File: src/rtl/fetch_prefetch_queue_pkg.sv
// Shared definitions for the fetch prefetch queue: FSM states, reset PC,
// NOP encoding and FIFO entry layout.
package fetch_prefetch_queue_pkg;

  // Fetch FSM states. DISCARD means one request is still in flight, but its
  // data belongs to a path that a redirect has abandoned.
  typedef enum logic [1:0] {
    ST_IDLE    = 2'd0,
    ST_REQ     = 2'd1,
    ST_DISCARD = 2'd2
  } fetch_state_e;

  localparam logic [31:0] RESET_PC_DEF = 32'h0040_0000;
  localparam logic [31:0] NOP_INSTR    = 32'h0000_0000;

  // Queue entry is {pc[31:0], instr[31:0]}.
  localparam int ENTRY_W = 64;

  // Redirect targets are word aligned, so the byte-offset bits are cleared.
  function automatic logic [31:0] align_word(input logic [31:0] addr);
    return {addr[31:2], 2'b00};
  endfunction

endpackage

File: src/rtl/fetch_prefetch_queue_sync_fifo.sv
// Generic synchronous FIFO with push, pop and flush, plus occupancy count.
// Read data is the head entry, available combinationally (zero latency).
// Flush has priority over push and pop. Pop on empty is ignored. Push on full
// is ignored unless a pop happens in the same cycle.
module sync_fifo
  import fetch_prefetch_queue_pkg::*;
#(
  parameter int DEPTH = 4,
  parameter int W     = ENTRY_W,
  parameter int CNT_W = $clog2(DEPTH + 1)
) (
  input  logic             clk,
  input  logic             rst_n,
  input  logic             push_i,
  input  logic             pop_i,
  input  logic             flush_i,
  input  logic [W-1:0]     wdata_i,
  output logic [W-1:0]     rdata_o,
  output logic [CNT_W-1:0] count_o,
  output logic             full_o,
  output logic             empty_o
);

  localparam int PTR_W = $clog2(DEPTH);

  logic [W-1:0]     mem_q [DEPTH];
  logic [PTR_W-1:0] rd_ptr_q, rd_ptr_d;
  logic [PTR_W-1:0] wr_ptr_q, wr_ptr_d;
  logic [CNT_W-1:0] count_q, count_d;
  logic             do_push, do_pop;

  assign empty_o = (count_q == '0);
  assign full_o  = (count_q == CNT_W'(DEPTH));
  assign count_o = count_q;
  assign rdata_o = mem_q[rd_ptr_q];

  assign do_pop  = pop_i && !empty_o && !flush_i;
  assign do_push = push_i && (!full_o || do_pop) && !flush_i;

  // Next-state pointers and count. DEPTH is a power of two, so the
  // pointers wrap naturally.
  always_comb begin
    rd_ptr_d = rd_ptr_q;
    wr_ptr_d = wr_ptr_q;
    count_d  = count_q;
    if (flush_i) begin
      rd_ptr_d = '0;
      wr_ptr_d = '0;
      count_d  = '0;
    end else begin
      if (do_pop)  rd_ptr_d = rd_ptr_q + PTR_W'(1);
      if (do_push) wr_ptr_d = wr_ptr_q + PTR_W'(1);
      case ({do_push, do_pop})
        2'b10:   count_d = count_q + CNT_W'(1);
        2'b01:   count_d = count_q - CNT_W'(1);
        default: count_d = count_q;
      endcase
    end
  end

  // Pointer and count registers.
  always_ff @(posedge clk or negedge rst_n) begin
    if (!rst_n) begin
      rd_ptr_q <= '0;
      wr_ptr_q <= '0;
      count_q  <= '0;
    end else begin
      rd_ptr_q <= rd_ptr_d;
      wr_ptr_q <= wr_ptr_d;
      count_q  <= count_d;
    end
  end

  // Storage array. It is not reset, because count gates visibility.
  always_ff @(posedge clk) begin
    if (do_push) mem_q[wr_ptr_q] <= wdata_i;
  end

endmodule

File: src/rtl/fetch_prefetch_queue.sv
// Instruction prefetcher. It issues sequential word fetches to a multi-cycle
// instruction memory, buffers the returned words and presents the head to
// decode. A redirect flushes the queue and restarts fetching at the target.
//
// Memory handshake: imem_req_o/imem_addr_o are registered. Once imem_req_o
// rises, it stays high with a stable address until a rising edge where
// imem_ack_i=1. That edge completes the transfer and imem_rdata_i is
// captured. An ack while imem_req_o=0 is ignored. At most one request is
// outstanding, and a request is only launched when a queue slot is reserved
// for its data. A request is never abandoned: after a redirect, it completes
// in DISCARD and its data is dropped.
module fetch_prefetch_queue
  import fetch_prefetch_queue_pkg::*;
#(
  parameter int          DEPTH    = 4,
  parameter logic [31:0] RESET_PC = RESET_PC_DEF,
  parameter int          CNT_W    = $clog2(DEPTH + 1)
) (
  input  logic             clk,
  input  logic             rst_n,
  output logic             imem_req_o,
  output logic [31:0]      imem_addr_o,
  input  logic             imem_ack_i,
  input  logic [31:0]      imem_rdata_i,
  input  logic             redirect_i,
  input  logic [31:0]      redirect_pc_i,
  input  logic             stall_i,
  output logic [31:0]      instr_f_o,
  output logic [31:0]      pc_plus_4_f_o,
  output logic             valid_f_o,
  output logic [CNT_W-1:0] count_o,
  output logic [1:0]       dbg_state_o
);

  fetch_state_e state_q, state_d;
  logic [31:0]  fetch_pc_q, fetch_pc_d;
  logic [31:0]  addr_q, addr_d;

  logic         ack_s, push_s, pop_s;
  logic         room_s;
  logic [31:0]  target_pc_s;
  logic [31:0]  pc_next_s;
  logic [CNT_W:0] cnt_after_s;

  logic [ENTRY_W-1:0] head_s;
  logic               fifo_full_s, fifo_empty_s;
  logic [CNT_W-1:0]   fifo_count_s;

  sync_fifo #(
    .DEPTH (DEPTH),
    .W     (ENTRY_W),
    .CNT_W (CNT_W)
  ) u_fifo (
    .clk     (clk),
    .rst_n   (rst_n),
    .push_i  (push_s),
    .pop_i   (pop_s),
    .flush_i (redirect_i),
    .wdata_i ({addr_q, imem_rdata_i}),
    .rdata_o (head_s),
    .count_o (fifo_count_s),
    .full_o  (fifo_full_s),
    .empty_o (fifo_empty_s)
  );

  assign imem_req_o  = (state_q != ST_IDLE);
  assign imem_addr_o = addr_q;
  assign dbg_state_o = state_q;
  assign count_o     = fifo_count_s;

  // The head entry drives decode directly. An empty queue shows a NOP.
  assign valid_f_o     = !fifo_empty_s;
  assign instr_f_o     = valid_f_o ? head_s[31:0] : NOP_INSTR;
  assign pc_plus_4_f_o = valid_f_o ? (head_s[63:32] + 32'd4) : 32'd0;

  // A completed transfer requires a live request. A redirect overrides pop
  // and push.
  assign ack_s  = imem_ack_i && imem_req_o;
  assign pop_s  = valid_f_o && !stall_i && !redirect_i;
  assign push_s = (state_q == ST_REQ) && ack_s && !redirect_i &&
                  (!fifo_full_s || pop_s);

  // Occupancy after this cycle's push/pop. A new request is only launched if
  // a slot is still free for its data.
  assign cnt_after_s = {1'b0, fifo_count_s} + {{CNT_W{1'b0}}, push_s}
                     - {{CNT_W{1'b0}}, pop_s};
  assign room_s      = (cnt_after_s < (CNT_W + 1)'(DEPTH));

  assign target_pc_s = align_word(redirect_pc_i);
  assign pc_next_s   = fetch_pc_q + 32'd4;

  // Next-state, next fetch PC and next request address.
  always_comb begin
    state_d    = state_q;
    fetch_pc_d = fetch_pc_q;
    addr_d     = addr_q;
    case (state_q)
      ST_IDLE: begin
        if (redirect_i) begin
          fetch_pc_d = target_pc_s;
          addr_d     = target_pc_s;
          state_d    = ST_REQ;
        end else if (room_s) begin
          addr_d  = fetch_pc_q;
          state_d = ST_REQ;
        end
      end
      ST_REQ: begin
        if (redirect_i) begin
          fetch_pc_d = target_pc_s;
          if (ack_s) begin
            // The in-flight word is dropped and the target is fetched next.
            addr_d  = target_pc_s;
            state_d = ST_REQ;
          end else begin
            // The old request must still complete. Its data is discarded.
            state_d = ST_DISCARD;
          end
        end else if (ack_s) begin
          fetch_pc_d = pc_next_s;
          if (room_s) begin
            addr_d  = pc_next_s;
            state_d = ST_REQ;
          end else begin
            state_d = ST_IDLE;
          end
        end
      end
      ST_DISCARD: begin
        if (redirect_i) fetch_pc_d = target_pc_s;
        if (ack_s) begin
          addr_d  = redirect_i ? target_pc_s : fetch_pc_q;
          state_d = ST_REQ;
        end
      end
      default: begin
        state_d = ST_IDLE;
      end
    endcase
  end

  // FSM, fetch PC and request address registers.
  always_ff @(posedge clk or negedge rst_n) begin
    if (!rst_n) begin
      state_q    <= ST_IDLE;
      fetch_pc_q <= RESET_PC;
      addr_q     <= RESET_PC;
    end else begin
      state_q    <= state_d;
      fetch_pc_q <= fetch_pc_d;
      addr_q     <= addr_d;
    end
  end

endmodule
File: config.mk
export PLATFORM = sky130hd
export DESIGN_NAME = fetch_prefetch_queue
export DESIGN_NICKNAME = d
export VERILOG_FILES = /design/src/rtl/fetch_prefetch_queue_pkg.sv /design/src/rtl/fetch_prefetch_queue_sync_fifo.sv /design/src/rtl/fetch_prefetch_queue.sv
export SDC_FILE = /design/constraint.sdc
export NUM_CORES = 1
export LEC_CHECK = 0
export CAP_MARGIN = 30
export CELL_PAD_IN_SITES_DETAIL_PLACEMENT = 1
export CELL_PAD_IN_SITES_GLOBAL_PLACEMENT = 1
export CORE_MARGIN = 3
export CORE_UTILIZATION = 42
export CTS_BUF_LIST = sky130_fd_sc_hd__clkbuf_16
export DETAILED_ROUTE_END_ITERATION = 12
export PLACE_DENSITY = 0.79
export SLEW_MARGIN = 20
export SYNTH_ARGS = -nofsm -noshare
export SYNTH_HDL_FRONTEND = slang
export SYNTH_SLANG_ARGS = --single-unit
export TNS_END_PERCENT = 50
File: constraint.sdc
create_clock -name clk -period 3 [get_ports clk]
set_input_delay 0.45 -clock clk [delete_from_list [all_inputs] [get_ports clk]]
set_output_delay 0.45 -clock clk [all_outputs]
set_load 0.02 [all_outputs]
### After elaboration in Yosys (flattened, before gate mapping)

Memory sizes are Yosys's and may differ from the RTL's.
Cells that the tools add are included.

| operators by class | value |
|---|---|
| mux-type cells | 30 |
| $add $sub $neg | 8 |
| magnitude comparators | 1 |
| reduce and logical (&&, ||, !) cells | 28 |
| equality and inequality tests | 10 |

Operators with widths:

| kind | number |
|---|---|
| $mux W32 | 12 |
| $pmux W32 S3 | 1 |
| $add A32 B3 Y32 const B | 2 |
| $pmux W32 S2 | 1 |
| $mux W2 | 10 |
| $logic_and A1 B1 Y1 | 10 |
| $ne A3 B3 Y1 const B | 3 |
| $reduce_bool A2 Y1 | 4 |
| $pmux W2 S3 | 1 |
| $pmux W3 S2 | 1 |
| $reduce_bool A3 Y1 | 2 |
| $reduce_and A5 Y1 | 1 |
| $add A2 B1 Y2 const B | 2 |
| $add A3 B1 Y4 | 1 |
| $eq A2 B1 Y1 const B | 2 |
| $eq A2 B2 Y1 const B | 2 |
| $logic_not A1 Y1 | 4 |
| $lt A4 B3 Y1 const B | 1 |
| $ne A2 B2 Y1 const B | 2 |
| $sub A4 B1 Y4 | 1 |
| $add A3 B1 Y3 const B | 1 |
| $eq A3 B3 Y1 const B | 1 |
| $logic_not A3 Y1 | 1 |
| $mux W1 | 3 |
| 7 further kinds | 8 |

| storage, ports and cells | value |
|---|---|
| word-level logic and storage cells | 84 |
| input port bits | 69 |
| output and inout port bits | 103 |
| bits in writable memories | 256 |
| bits in registers | 73 |
| memories | 1 |

Memories:

| name | depth | bits a word | rd ports | clocked after memory_dff | wr ports | line | RTL |
|---|---|---|---|---|---|---|---|
| u_fifo.mem_q | 4 | 64 | 1 | 0 | 1 | fetch_prefetch_queue_sync_fifo.sv:26 | `logic [W-1:0] mem_q [DEPTH];` |

### Longest topological paths before layout

| logic depth | value |
|---|---|
| depth in word-level cells | 13 |
| depth in mapped cells | 15 |
| gate-level depth less buffers | 11 |

### Cells and area by module

A second synthesis with hierarchy kept.

| unflattened totals | value |
|---|---|
| cell total of the unflattened synthesis | 1100 |
| area total of the unflattened synthesis | 15494.9 µm² |

By module, submodules not included:

| module | area an instance (µm²) | times used | sequential area each (µm²) | cells an instance |
|---|---|---|---|---|
| sync_fifo | 9769.4 | 1 | 7862.5 | 398 |
| fetch_prefetch_queue | 5725.5 | 1 | 1654.1 | 702 |

### Worst setup path before layout

OpenSTA, ideal clock, no wires.

| timing path | value |
|---|---|
| kind | input -> register |
| from | input port redirect_i |
| to | register addr_q[1], in the netlist imem_addr_o[1] |
| setup time | 125 ps |
| data required time | 2875 ps |
| path slack | -783 ps |
| cell stages on the path | 15 |
| buffers on the path | 5 |
| data arrival time | 3659 ps |
| path through | clkbuf_1 > buf_1 > buf_1 > clkbuf_1 > nor3_1 > ha_1 > inv_1 > ha_1 > nand2_1 > or4_1 > a22o_1 > nand3_1 > a22o_1 > buf_2 > mux2_2 |

| between the ends | value |
|---|---|
| longest elaborated chain between the ends | 9 |
| elaborated cells between the ends (all ways) | 16 |
| classes of those cells | 2 x add/sub; 1 x order compare; 2 x eq/ne; 5 x mux; 6 x reduce/logical |

Ends and longest elaborated chain:

| what | line | RTL |
|---|---|---|
| from (decl) | fetch_prefetch_queue.sv:25 | `input logic redirect_i,` |
| $logic_not A1 Y1 | fetch_prefetch_queue.sv:79, fetch_prefetch_queue.sv:80 |  |
| $logic_and A1 B1 Y1 | fetch_prefetch_queue.sv:79 | `assign pop_s = valid_f_o && !stall_i && !redirect_i;` |
| $logic_or A1 B1 Y1 | fetch_prefetch_queue.sv:81 | `(!fifo_full_s \|\| pop_s);` |
| $logic_and A1 B1 Y1 | fetch_prefetch_queue.sv:80 | `assign push_s = (state_q == ST_REQ) && ack_s && !redirect_i &&` |
| $add A3 B1 Y4 | fetch_prefetch_queue.sv:85 | `assign cnt_after_s = {1'b0, fifo_count_s} + {{CNT_W{1'b0}}, push_s}` |
| $sub A4 B1 Y4 | fetch_prefetch_queue.sv:86 | `- {{CNT_W{1'b0}}, pop_s};` |
| $lt A4 B3 Y1 | fetch_prefetch_queue.sv:87 | `assign room_s = (cnt_after_s < (CNT_W + 1)'(DEPTH));` |
| $ne A3 B3 Y1 (no source line) | -- |  |
| $reduce_and A5 Y1 (no source line) | -- |  |
| to (signal assigned) | fetch_prefetch_queue.sv:151 | `addr_q <= addr_d;` |
| to (decl) | fetch_prefetch_queue.sv:37 | `logic [31:0] addr_q, addr_d;` |

Several ways; a longest one is shown, not always the timed one. The select of a mux whose other input is x is not followed.
A chain may end at the register's enable or synchronous reset.

### Worst setup path after layout

| timing path | value |
|---|---|
| from | register u_fifo.rd_ptr_q[0] |
| to | output port pc_plus_4_f_o[28] |

| between the ends | value |
|---|---|
| longest elaborated chain between the ends | 3 |

Ends and longest elaborated chain:

| what | line | RTL |
|---|---|---|
| from (decl) | fetch_prefetch_queue_sync_fifo.sv:27 | `logic [PTR_W-1:0] rd_ptr_q, rd_ptr_d;` |
| from (signal assigned) | fetch_prefetch_queue_sync_fifo.sv:68 | `rd_ptr_q <= rd_ptr_d;` |
| $mem_v2 Z4 W64 | -- |  |
| $add A32 B3 Y32 | fetch_prefetch_queue.sv:74 | `assign pc_plus_4_f_o = valid_f_o ? (head_s[63:32] + 32'd4) : 32'd0;` |
| $mux W32 | fetch_prefetch_queue.sv:74 |  |
| to (decl) | fetch_prefetch_queue.sv:29 | `output logic [31:0] pc_plus_4_f_o,` |

No other way between the ends.

==> metrics.txt <==
# TYPE chip_impl_metric gauge
chip_impl_metric{name="post-route-period-util",unit="%"} 120
chip_impl_info{name="hold_path_class",value="in2reg"} 1
chip_impl_metric{name="finalHoldViolCount",unit=""} 0
chip_impl_metric{name="synthDistinctLibCells",unit=""} 73
chip_impl_metric{name="finished_layout_cells",unit=""} 1825
chip_impl_metric{name="synth-warning-count",unit=""} 0
chip_impl_metric{name="power.static_leakage",unit="uW"} 0.00711
chip_impl_metric{name="detail_route.iter0.violations",unit=""} 845
chip_impl_info{name="rsz0062_at_grt",value="true"} 1
chip_impl_metric{name="critPathArrivalTime",unit="ns"} 3.14
chip_impl_metric{name="ioPinCount",unit=""} 172
chip_impl_metric{name="synthAdderAreaFrac",unit="%"} 0.942
chip_impl_metric{name="clock_tree.htree_level_count",unit=""} 2
chip_impl_metric{name="die_w",unit="um"} 198
chip_impl_metric{name="period_needed",unit="ns"} 3.59
chip_impl_metric{name="cts_made_buffers",unit=""} 36
chip_impl_metric{name="numPlacedInstances",unit=""} 1745
chip_impl_metric{name="postSynth.asyncResetShare",unit="%"} 22.2
chip_impl_metric{name="clkTransAtPathRegs",unit="ns"} 0.06
chip_impl_metric{name="dp_hpwl",unit="um"} 30100
chip_impl_metric{name="worst_path_largest_cell_delay",unit="ns"} 0.66
chip_impl_info{name="crit_chain",value="buf_12 -> mux4_2 -> nand4_4 -> or4b_4 -> buf_6 -> nor3_4 -> xnor2_1 -> nor2_1 -> buf_4"} 1
chip_impl_metric{name="power_per_standard_cell_area",unit="nW/um^2"} 845
chip_impl_metric{name="ir_drop",unit="V"} 0.000411
chip_impl_metric{name="synth-edff-count",unit=""} 256
chip_impl_metric{name="number_of_global_route_vias_before_repair",unit=""} 11177
chip_impl_metric{name="maxCapViolations",unit=""} 0
chip_impl_metric{name="max-slew-margin-rel",unit="%"} 48.9
chip_impl_metric{name="worstPathRequired",unit="ns"} 2.55
chip_impl_info{name="critical-path-top-delay-family",value="simple AND/OR/NAND/NOR gates"} 1
chip_impl_metric{name="min_setup_slack_post_route",unit="ns"} -0.589
chip_impl_metric{name="floorplan.initialDensity",unit="%"} 43.0
chip_impl_metric{name="grt_antenna_before_repair",unit=""} 1
chip_impl_info{name="endpoint_kind",value="primary output"} 1
chip_impl_metric{name="max_freq",unit="MHz"} 279
chip_impl_metric{name="r2r_setup_slack",unit="ns"} 0.24
chip_impl_metric{name="worstSkewPairLatency",unit="ns"} 0.53
chip_impl_metric{name="layout_cell_share_with_drive_strength_beyond_1",unit="%"} 26.5
chip_impl_metric{name="core-area",unit="um^2"} 35800
chip_impl_metric{name="nets",unit=""} 1421
chip_impl_metric{name="finish.utilization",unit="%"} 54.7
chip_impl_metric{name="critical_path_buf_inv_count",unit=""} 3
chip_impl_metric{name="ys_ff_latch",unit=""} 329
chip_impl_metric{name="placement.io_buffers",unit=""} 169
chip_impl_metric{name="insertedDiodeCount",unit=""} 0
chip_impl_info{name="synth_top_family_by_area",value="multiplexers"} 1
chip_impl_metric{name="mappedNetlistNets",unit=""} 1178
chip_impl_metric{name="synth_compound_gate_area_share",unit="%"} 6.92
chip_impl_metric{name="postSynthCellCount",unit=""} 1098
chip_impl_metric{name="grt_pass1_wl",unit="um"} 68700
chip_impl_metric{name="clock-sinks",unit=""} 329
chip_impl_info{name="worst_path_max_delay_cell",value="sky130_fd_sc_hd__or4b_4"} 1
chip_impl_metric{name="firstDrtPassIters",unit=""} 5
chip_impl_metric{name="flow.area_growth_from_synthesis",unit="%"} 27.1
chip_impl_metric{name="crit_fanout",unit=""} 7
chip_impl_metric{name="yosys.area_share.xor_xnor",unit="%"} 2.22
chip_impl_metric{name="remaining_drc_errors",unit=""} 0
chip_impl_metric{name="postSynthAreaPerCell",unit="um^2"} 14.0
chip_impl_metric{name="final_antenna_net_count",unit=""} 0
chip_impl_metric{name="report.final.slew_viol_count",unit=""} 0
chip_impl_metric{name="max_slew.worst_pin.slew",unit="ns"} 0.762
chip_impl_metric{name="final.setup_skew",unit="ns"} 0.0232
chip_impl_metric{name="worst_case_clock_buffer_depth",unit=""} 3
chip_impl_info{name="status",value="finished with violations"} 1
chip_impl_metric{name="die_h",unit="um"} 198
chip_impl_metric{name="setup_viol_count_final",unit=""} 27
chip_impl_metric{name="netlist_area",unit="um^2"} 15400
chip_impl_metric{name="grt.overflow.total",unit=""} 0
chip_impl_metric{name="viasPerCell",unit=""} 5.80
chip_impl_metric{name="synth-simple-area-share",unit="%"} 11.4
chip_impl_metric{name="die-area",unit="um^2"} 39000
chip_impl_info{name="type_of_the_setup_path_with_the_least_slack",value="reg2out"} 1
chip_impl_metric{name="std_cell_rows",unit=""} 69
chip_impl_info{name="violations",value="negative setup slack"} 1
chip_impl_metric{name="grt_start_max_net_pins",unit=""} 67
chip_impl_metric{name="detailroute.via_count",unit=""} 10594
chip_impl_metric{name="routed_wire_length_per_instance",unit="um"} 24.5
chip_impl_info{name="clk_root_buffer_cell",value="sky130_fd_sc_hd__clkbuf_16"} 1
chip_impl_info{name="tritoncts_clock_tree",value="done"} 1
chip_impl_metric{name="synth_seq_area_share",unit="%"} 61.7
chip_impl_metric{name="muxShareOfSynthArea",unit="%"} 13.9
chip_impl_info{name="synth_top_flop_cell",value="sky130_fd_sc_hd__edfxtp_1"} 1
chip_impl_metric{name="grtUsageTotal",unit="%"} 22.9
chip_impl_metric{name="routed_wl",unit="um"} 44800
chip_impl_info{name="start_kind",value="register"} 1
chip_impl_metric{name="gpl.final_weighted_congestion",unit=""} 0.860
-- through the flow --
stage | TNS [ns] | power [uW] | hold WS [ns] | area (um^2) | worst slack (ns)
floorplan | -26.17 | 9670 | 0.154 | 15500 | -0.394
global placement | -9.34 | 11900 | 0.464 | 18200 | -0.416
detailed placement | -13.37 | 12200 | 0.470 | 18200 | -0.600
CTS | -10.94 | 16600 | 0.394 | 19500 | -0.569
global route | -15.09 | 17400 | 0.425 | 19600 | -0.664
finish | -11.54 | 16600 | 0.421 | 19600 | -0.589
-- path summary, 6_finish.rpt --
check,start,endpoint,cells after the start
min in group asynchronous,rst_n,fetch_pc_q[23],2
setup / recovery,u_fifo.rd_ptr_q[0],pc_plus_4_f_o[28],9
setup reg to reg,u_fifo.count_o[0],imem_addr_o[2],12
hold / removal,redirect_i,u_fifo.wr_ptr_q[1],3
hold reg to reg,fetch_pc_q[1],fetch_pc_q[1],1
max in group asynchronous,rst_n,fetch_pc_q[2],3
-- cell usage after synthesis (34+ instances only) --
master / count / area (um^2)
sky130_fd_sc_hd__edfxtp_1: 256 / 7690
sky130_fd_sc_hd__nor2_1: 72 / 270
sky130_fd_sc_hd__dfrtp_1: 71 / 1780
sky130_fd_sc_hd__nand2_1: 68 / 255
sky130_fd_sc_hd__clkbuf_1: 52 / 195
sky130_fd_sc_hd__mux4_2: 46 / 1040
sky130_fd_sc_hd__nor2b_1: 42 / 263
sky130_fd_sc_hd__o21ai_0: 37 / 185
sky130_fd_sc_hd__a21oi_1: 35 / 175
sky130_fd_sc_hd__mux2_2: 35 / 394
sky130_fd_sc_hd__nand3_1: 34 / 170
-- registers in the layout, summed over array words and instances, names as in the netlist --
register	count
u_fifo.count_o	3
u_fifo.rd_ptr_q	2
imem_addr_o	32
fetch_pc_q	32
u_fifo.wr_ptr_q	2
dbg_state_o	2
u_fifo.mem_q	256
-- placed cells by master (no fill, tap or decap), types with 10 or more instances in the layout --
master | synthesis | routed
sky130_fd_sc_hd__a21oi_1 | 35 | 35
sky130_fd_sc_hd__a31oi_1 | 12 | 12
sky130_fd_sc_hd__and3_1 | 16 | 12
sky130_fd_sc_hd__buf_12 | 1 | 10
sky130_fd_sc_hd__buf_2 | 13 | 20
sky130_fd_sc_hd__buf_4 | 0 | 110
sky130_fd_sc_hd__buf_6 | 3 | 11
sky130_fd_sc_hd__clkbuf_16 | 0 | 36
sky130_fd_sc_hd__clkdlybuf4s50_1 | 0 | 103
sky130_fd_sc_hd__dfrtp_1 | 71 | 67
sky130_fd_sc_hd__edfxtp_1 | 256 | 256
sky130_fd_sc_hd__inv_1 | 24 | 31
sky130_fd_sc_hd__mux2_2 | 35 | 35
sky130_fd_sc_hd__mux2i_1 | 24 | 24
sky130_fd_sc_hd__mux4_2 | 46 | 60
sky130_fd_sc_hd__nand2_1 | 68 | 68
sky130_fd_sc_hd__nand2b_1 | 14 | 14
sky130_fd_sc_hd__nand3_1 | 34 | 28
sky130_fd_sc_hd__nand4_1 | 18 | 18
sky130_fd_sc_hd__nor2_1 | 72 | 72
sky130_fd_sc_hd__nor2b_1 | 42 | 42
sky130_fd_sc_hd__nor3_1 | 22 | 16
sky130_fd_sc_hd__o21ai_0 | 37 | 37
sky130_fd_sc_hd__o221ai_1 | 12 | 12
sky130_fd_sc_hd__xnor2_1 | 18 | 15
sky130_fd_sc_hd__xor2_1 | 21 | 19
-- kinds of logic after synthesis --
family                   Yosys count
flip-flops                       329
AND/OR/NAND/NOR                  334
multiplexers                     123
XOR/XNOR                          39
AO/OA/AOI/OAI                    160
adder cells (fa/ha/maj)           11
buffers and inverters            102
-- timing repair --
item                                    CTS  global route
hold endpoints to repair                 25             0
gates resized for setup                 269            45
hold buffers                              1             0
cloned                                    1             0
endpoints found under the setup margin   64            56
setup buffers                            16             2
pin swaps                                22            11
-- power breakdown --
| part | switching [uW] | internal, uW | leakage, uW |
|---|---|---|---|
| registers | 955 | 5810 | 0.00319 |
| clock network | 1800 | 2540 | 0.000591 |
| logic | 3000 | 2450 | 0.00333 |
| total | 5750 | 10800 | 0.00711 |
-- worst register-to-register path, cell delays in order (launching register included) --
cell                      delay, ns
sky130_fd_sc_hd__dfrtp_1       0.41
sky130_fd_sc_hd__nor3_4        0.22
sky130_fd_sc_hd__nor3_1        0.09
sky130_fd_sc_hd__ha_1          0.18
sky130_fd_sc_hd__inv_1         0.05
sky130_fd_sc_hd__ha_1          0.17
sky130_fd_sc_hd__nand2_1       0.05
sky130_fd_sc_hd__or4_1         0.39
sky130_fd_sc_hd__a22o_1        0.23
sky130_fd_sc_hd__nand3_2       0.09
sky130_fd_sc_hd__a22o_1        0.20
sky130_fd_sc_hd__buf_4         0.20
sky130_fd_sc_hd__mux2_2        0.36
-- cell type report --
class | count | area [um^2]
clock inverters | 25 | 249
clock buffers | 36 | 901
flip-flops and latches | 329 | 9520
well taps | 461 | 577
repair buffers | 281 | 2580
multi-input cells | 667 | 5660
fillers | 3530 | 16200
inverters | 26 | 97.6
-- layer usage --
layer | GRT usage [%] | up-vias | share of wire (%)
met3 | 3.29 | 98 | 5.5
met4 | 7.44 | 2 | 3.5
met5 | 0 | - | 0.025
met2 | 38.1 | 388 | 49
li1 | - | 4703 | -
met1 | 31.3 | 5403 | 42
Note: power is estimated with default switching activity, not from simulation.
